File: src/rtl/board_shuffler_pkg.sv
// board_shuffler_pkg: shared game types, board constants and blank-ring helpers
package board_shuffler_pkg;
  typedef enum logic [1:0] {CHOSE_BOARD, GAMING, GAME_INITIAL, WINNED} game_status_t;
  typedef enum logic [1:0] {LEFT_UP = 2'b00, RIGHT_UP = 2'b01, LEFT_DOWN = 2'b10, RIGHT_DOWN = 2'b11} pos_t;
  typedef enum logic [2:0] {IDLE, LOAD, SHUFFLE, HOME, CHECK, LAP, DONE} shuf_state_t;
  localparam logic [2:0] BLANK = 3'b100;
  localparam logic [11:0] SOLVED_LD = 12'b000_001_100_011;
  localparam logic [15:0] LFSR_TAPS = 16'hB400;
  localparam int LU_OFS = 9;
  localparam int RU_OFS = 6;
  localparam int LD_OFS = 3;
  localparam int RD_OFS = 0;
  function automatic logic [3:0] slot_ofs(input pos_t p);
    return p == LEFT_UP ? 4'(LU_OFS) : p == RIGHT_UP ? 4'(RU_OFS) : p == LEFT_DOWN ? 4'(LD_OFS) : 4'(RD_OFS);
  endfunction
  // clockwise ring: LU -> RU -> RD -> LD -> LU
  function automatic pos_t cw_next(input pos_t p);
    return p == LEFT_UP ? RIGHT_UP : p == RIGHT_UP ? RIGHT_DOWN : p == RIGHT_DOWN ? LEFT_DOWN : LEFT_UP;
  endfunction
  function automatic pos_t ccw_next(input pos_t p);
    return p == LEFT_UP ? LEFT_DOWN : p == LEFT_DOWN ? RIGHT_DOWN : p == RIGHT_DOWN ? RIGHT_UP : LEFT_UP;
  endfunction
endpackage

File: src/rtl/board_shuffler_blank_mover.sv
// board_shuffler_blank_mover: one blank move (swap blank slot with its CW/CCW neighbour)
// board in, blank position in, cw (1 = clockwise) in; next_board, next_blank out
module board_shuffler_blank_mover
  import board_shuffler_pkg::*;
(
  input  logic [11:0] board,
  input  pos_t        blank,
  input  logic        cw,
  output logic [11:0] next_board,
  output pos_t        next_blank
);
  logic [3:0] src_ofs, dst_ofs;
  always_comb begin
    next_blank = cw ? cw_next(blank) : ccw_next(blank);
    src_ofs = slot_ofs(next_blank);
    dst_ofs = slot_ofs(blank);
    next_board = board;
    next_board[dst_ofs +: 3] = board[src_ofs +: 3];
    next_board[src_ofs +: 3] = BLANK;
  end
endmodule

File: src/rtl/board_shuffler.sv
// board_shuffler: scrambles the solved board by random legal blank moves, delivers it with blank at LEFT_DOWN
// clk_d/reset (async, active high); start requests a board (IDLE only);
// origin_board {LU,RU,LD,RD}, board_valid one-cycle pulse, busy high outside IDLE
module board_shuffler
  import board_shuffler_pkg::*;
#(
  parameter int          SHUFFLE_STEPS = 16,
  parameter logic [15:0] SEED = 16'hACE1
) (
  input  logic        clk_d,
  input  logic        reset,
  input  logic        start,
  output logic [11:0] origin_board,
  output logic        board_valid,
  output logic        busy
);
  localparam logic [7:0] LAST = 8'(SHUFFLE_STEPS - 1);
  shuf_state_t state;
  logic [15:0] lfsr;
  logic [11:0] work, nb;
  pos_t blank, nblank;
  logic [7:0] cnt;
  logic mv_cw;
  // only SHUFFLE picks a random direction; HOME and LAP always walk clockwise
  assign mv_cw = (state == SHUFFLE) ? lfsr[0] : 1'b1;
  board_shuffler_blank_mover mover (
    .board(work),
    .blank(blank),
    .cw(mv_cw),
    .next_board(nb),
    .next_blank(nblank)
  );
  always_ff @(posedge clk_d or posedge reset) begin
    if (reset) begin
      state <= IDLE;
      lfsr <= SEED;
      work <= SOLVED_LD;
      blank <= LEFT_DOWN;
      cnt <= '0;
      origin_board <= SOLVED_LD;
      board_valid <= 1'b0;
      busy <= 1'b0;
    end else begin
      // free-running so the shuffle depends on when start arrives
      lfsr <= lfsr[0] ? (lfsr >> 1) ^ LFSR_TAPS : lfsr >> 1;
      board_valid <= 1'b0;
      case (state)
        IDLE: if (start) begin
          state <= LOAD;
          busy <= 1'b1;
        end
        LOAD: begin
          work <= SOLVED_LD;
          blank <= LEFT_DOWN;
          cnt <= '0;
          state <= (SHUFFLE_STEPS == 0) ? CHECK : SHUFFLE;
        end
        SHUFFLE: begin
          work <= nb;
          blank <= nblank;
          cnt <= cnt + 8'd1;
          if (cnt == LAST) state <= (nblank == LEFT_DOWN) ? CHECK : HOME;
        end
        HOME: begin
          work <= nb;
          blank <= nblank;
          if (nblank == LEFT_DOWN) state <= CHECK;
        end
        CHECK: begin
          cnt <= '0;
          state <= (work == SOLVED_LD) ? LAP : DONE;
        end
        // a full lap from LEFT_DOWN rotates the three tiles, leaving an unsolved board
        LAP: begin
          work <= nb;
          blank <= nblank;
          cnt <= cnt + 8'd1;
          if (cnt == 8'd3) state <= DONE;
        end
        DONE: begin
          origin_board <= work;
          board_valid <= 1'b1;
          busy <= 1'b0;
          state <= IDLE;
        end
        default: state <= IDLE;
      endcase
    end
  end
endmodule

File: config.mk
export PLATFORM = sky130hd
export DESIGN_NAME = board_shuffler
export DESIGN_NICKNAME = d
export VERILOG_FILES = /design/src/rtl/board_shuffler_pkg.sv /design/src/rtl/board_shuffler_blank_mover.sv /design/src/rtl/board_shuffler.sv
export SDC_FILE = /design/constraint.sdc
export NUM_CORES = 1
export LEC_CHECK = 0
export ABC_CLOCK_PERIOD_IN_PS = 2680
export CAP_MARGIN = 5
export CORE_UTILIZATION = 40
export CTS_CLUSTER_SIZE = 12
export DETAILED_ROUTE_END_ITERATION = 10
export PLACE_DENSITY_LB_ADDON = 0.12
export SLEW_MARGIN = 10
export SYNTH_ARGS = -nofsm -noshare
export SYNTH_HDL_FRONTEND = slang
export SYNTH_SLANG_ARGS = --single-unit
File: constraint.sdc
create_clock -name clk_d -period 2.68 [get_ports clk_d]
set_input_delay 0.402 -clock clk_d [delete_from_list [all_inputs] [get_ports clk_d]]
set_output_delay 0.402 -clock clk_d [all_outputs]
set_load 0.03 [all_outputs]
==> impl_metrics.tcl, run 1 <==
set metrics [dict create \
    r2r_slack_ns 0.18 \
    hold_viol 0 \
    min_path_type "reg2reg" \
    worst_slew_pin_slew_ns 0.964 \
    globalplace.congestion 0.902 \
    vias_per_cell 5.64 \
    boundaryPins 17 \
    leakage_nw 1.45 \
    p_total_w 0.00458 \
    cts_hold_buf 0 \
    arrival_ns 2.70 \
    ys.flop_type "dfrtp_1" \
    grt.busiest_layer "met1" \
    fin_crit_sh_pct 93.2 \
    path_cells "inv_1, ha_1, inv_1, o311ai_0, a22oi_1, a211oi_1, o31ai_1" \
    finalSetupTns_ns 0 \
    area_growth_pct 13.3 \
    drt_iter0_drc 221 \
    grtUsageTotal_pct 19.3 \
    start_kind "flop" \
    clkPwrFrac_pct 10.6 \
    final_antenna_net_count 0 \
    synth-seq-area-share_pct 47.2 \
    power.switching_w 0.00219 \
    grt_pass1_wl_um 11300 \
    drive_gt1_share_pct 18.7 \
    crit_path_end_kind "flop" \
    p_seq_share_pct 28.8 \
    cp_slowest_cell "o311ai_0" \
    ys_ff_latch 55 \
    avgSynthCellArea_sq_um 10.0 \
    powerDensity_mw_per_mm2 1370 \
    cts_buffer_depth 2 \
    dr.pass1.iters 4 \
    min_period_ns 2.50 \
    first_global_vias 2171 \
    synth_edf_count 0 \
    finalSetupViolations 0 \
    outcome "finished clean" \
    chipWidth_um 88.0 \
    slew_headroom_pct 35.1 \
    synth_warnings 0 \
    use_met2_pct 27.8 \
    dieArea_sq_mm 0.00775 \
    n_fill_cell 696 \
    critPathKind "reg2reg" \
    place_hpwl_um 4980 \
    h-tree-depth 2 \
    max_cap_violations 0 \
    cts_tree "yes" \
    post_cts_buffers 0 \
    detail_route.wl_per_cell_um 16.5 \
    cp.required_ns 2.89 \
    n_antenna_cell 0 \
    grt_max_degree 32 \
    swShare_pct 47.7 \
    clock_latency_ns 0.32 \
    critPathMaxStageDelay_ns 0.61 \
    die_height_um 88.0 \
    initial_core_util_pct 42.4 \
    cp_common_cell "inv_1" \
    max-vdd-ir-drop_mv 0.480 \
    coreArea_sq_mm 0.00698 \
    async_flop_share_pct 100 \
    postSynthNetCount 307 \
    clockRootBuffer "clkbuf_8" \
    slew_viol_final 0 \
    clock-sinks 55 \
    portBuffers 16 \
    p_int_w 0.00240 \
    critPathBufInv 2 \
    cts-buffers-inserted 5 \
    drc 0 \
    vias 2323 \
    finClkSkew_ns 0.0144 \
    num_rows 30 \
    antenna_found_initial 0 \
    ctsResizeCount 0 \
    use_met1_pct 28.0 \
    netlist_area_sq_mm 0.00296 \
    max_freq_mhz 400 \
    ys_types 59 \
    syn_inst 296 \
    path_max_fanout 11 \
    critical_path.top_delay_family "compound AO/OA/AOI/OAI gates" \
    cts.clk_slew.worst_paths_ns 0.10 \
    combPwrFrac_pct 60.6 \
    rsz0062_at_grt "false" \
    grt_overflow 0 \
    drt-total-wl_um 6810 \
    final_nets 326 \
    use_met3_pct 3.86 \
]
worst reg2reg max path, stage by stage, from the launching register on:
cell	delay [ns]
dfstp_2	0.41
inv_1	0.13
ha_1	0.46
inv_1	0.20
o311ai_0	0.61
a22oi_1	0.22
a211oi_1	0.28
o31ai_1	0.08
through the flow:
stage                     instance area (sq um)  setup WS (ns)  utilization, %  instances  hold slack, ns
final                                      3350          0.181            48.0        412           0.358
after global routing                       3350         0.0438            48.0        412           0.368
after CTS                                  3340          0.221            47.9        412           0.365
after detailed placement                   3250          0.239            46.6        404           0.339
after global placement                     3250          0.269            46.6        404           0.334
after floorplan                            2960          0.474               -        296           0.331
cell families after synthesis:
| logic type | after synthesis | synth area share [%] |
|---|---|---|
| AOI/OAI and AO/OA | 84 | 19.3 |
| buffers and inverters | 33 | 5.07 |
| and+or+nand+nor | 94 | 17.0 |
| muxes | 17 | 6.55 |
| DFF | 55 | 47.2 |
| adders and majority gates | 8 | 3.38 |
| xor gates and xnor gates | 5 | 1.48 |
registers in the layout (all words and copies together) (netlist names):
| signal | cells |
|---|---|
| board_valid | 1 |
| origin_board | 12 |
| work | 12 |
| busy | 1 |
| cnt | 8 |
| blank | 2 |
| state | 3 |
| lfsr | 16 |
cells in the final DEF (no fill, tap or decap), types with 2 or more instances in the layout:
master	netlist	routed
xor2_1	5	5
o221ai_1	3	3
nor3_1	10	10
inv_1	18	17
o211ai_1	2	2
mux2i_2	0	2
or3b_2	2	2
mux2_2	5	5
or3_1	4	4
dfstp_2	17	17
o21bai_1	2	2
a2bb2oi_1	2	2
a221oi_2	3	3
nor4_1	3	3
nor2b_1	2	2
ha_1	8	8
nand3_1	11	11
a21oi_1	11	11
buf_4	0	10
nor2_1	14	14
mux2i_1	10	8
nand2b_1	5	5
a211oi_1	3	3
a22o_1	3	3
dfrtp_1	38	38
nand2_1	27	27
a22oi_1	5	5
and2_1	2	2
a31oi_1	2	2
clkdlybuf4s50_1	0	16
clkbuf_8	0	5
nor3b_1	3	3
o22ai_1	6	6
o21ai_0	29	29
o31ai_1	2	2
final timing paths:
path | startpoint | endpoint | cells after the start
max | blank[1]$_DFFE_PP1P_ | work[7]$_DFFE_PP0P_ | 7
min | lfsr[4]$_DFF_PP0_ | lfsr[3]$_DFF_PP0_ | 0
max reg2reg | blank[1]$_DFFE_PP1P_ | work[7]$_DFFE_PP0P_ | 7
min reg2reg | lfsr[4]$_DFF_PP0_ | lfsr[3]$_DFF_PP0_ | 0
max in group asynchronous | reset | work[5]$_DFFE_PP1P_ | 3
min in group asynchronous | reset | origin_board[11]$_DFFE_PP0P_ | 2
synthesized netlist by cell type, drive strengths merged (8+ instances only):
cell / instances / area share (%)
a21oi: 11 / 1.9
nand2: 28 / 3.6
nor2: 15 / 2.0
ha: 8 / 3.4
dfstp: 17 / 15
inv: 18 / 2.3
dfrtp: 38 / 32
o21ai: 30 / 5.1
nand3: 11 / 1.9
mux2i: 11 / 4.1
nor3: 10 / 1.7
clkbuf: 8 / 1.0
power groups by stage:
stage,clock [W],combinational (W),sequential (W)
2_1_floorplan,0,0.00187,0.00139
3_3_place_gp,0,0.00277,0.00133
3_5_place_dp,0,0.00271,0.00133
4_1_cts,0.000506,0.00272,0.00132
5_1_grt,0.000539,0.00301,0.00135
6_report,0.000487,0.00278,0.00132
cell type report:
cell class	count	area (sq um)	area share (%)
multi-input combinational	208	1420	42.3
sequential	55	1400	41.7
timing repair buffer	27	255	7.61
tap	96	120	3.58
clock buffer	5	68.8	2.05
inverter	18	67.6	2.02
clock inverter	3	23.8	0.709
layer usage:
metal | wire length (um) | part of all wire, % | vias up
li1 | - | - | 1110
met1 | 3380 | 50 | 1135
met2 | 2920 | 43 | 66
met3 | 367 | 5.4 | 12
met4 | 140 | 2.1 | 0
met5 | 0 | 0 | -
No activity file was read; power rests on OpenSTA's default activity.
==> inputs of run 2 (changes only) <==
--- a/config.mk
+++ b/config.mk
@@ -5,7 +5,6 @@
 export SDC_FILE = /design/constraint.sdc
 export NUM_CORES = 1
 export LEC_CHECK = 0
-export ABC_CLOCK_PERIOD_IN_PS = 2680
 export CAP_MARGIN = 5
 export CORE_UTILIZATION = 40
 export CTS_CLUSTER_SIZE = 12
==> results of run 2 <==
Same layout as run 1: the final DEF is identical, and so are final timing and power.
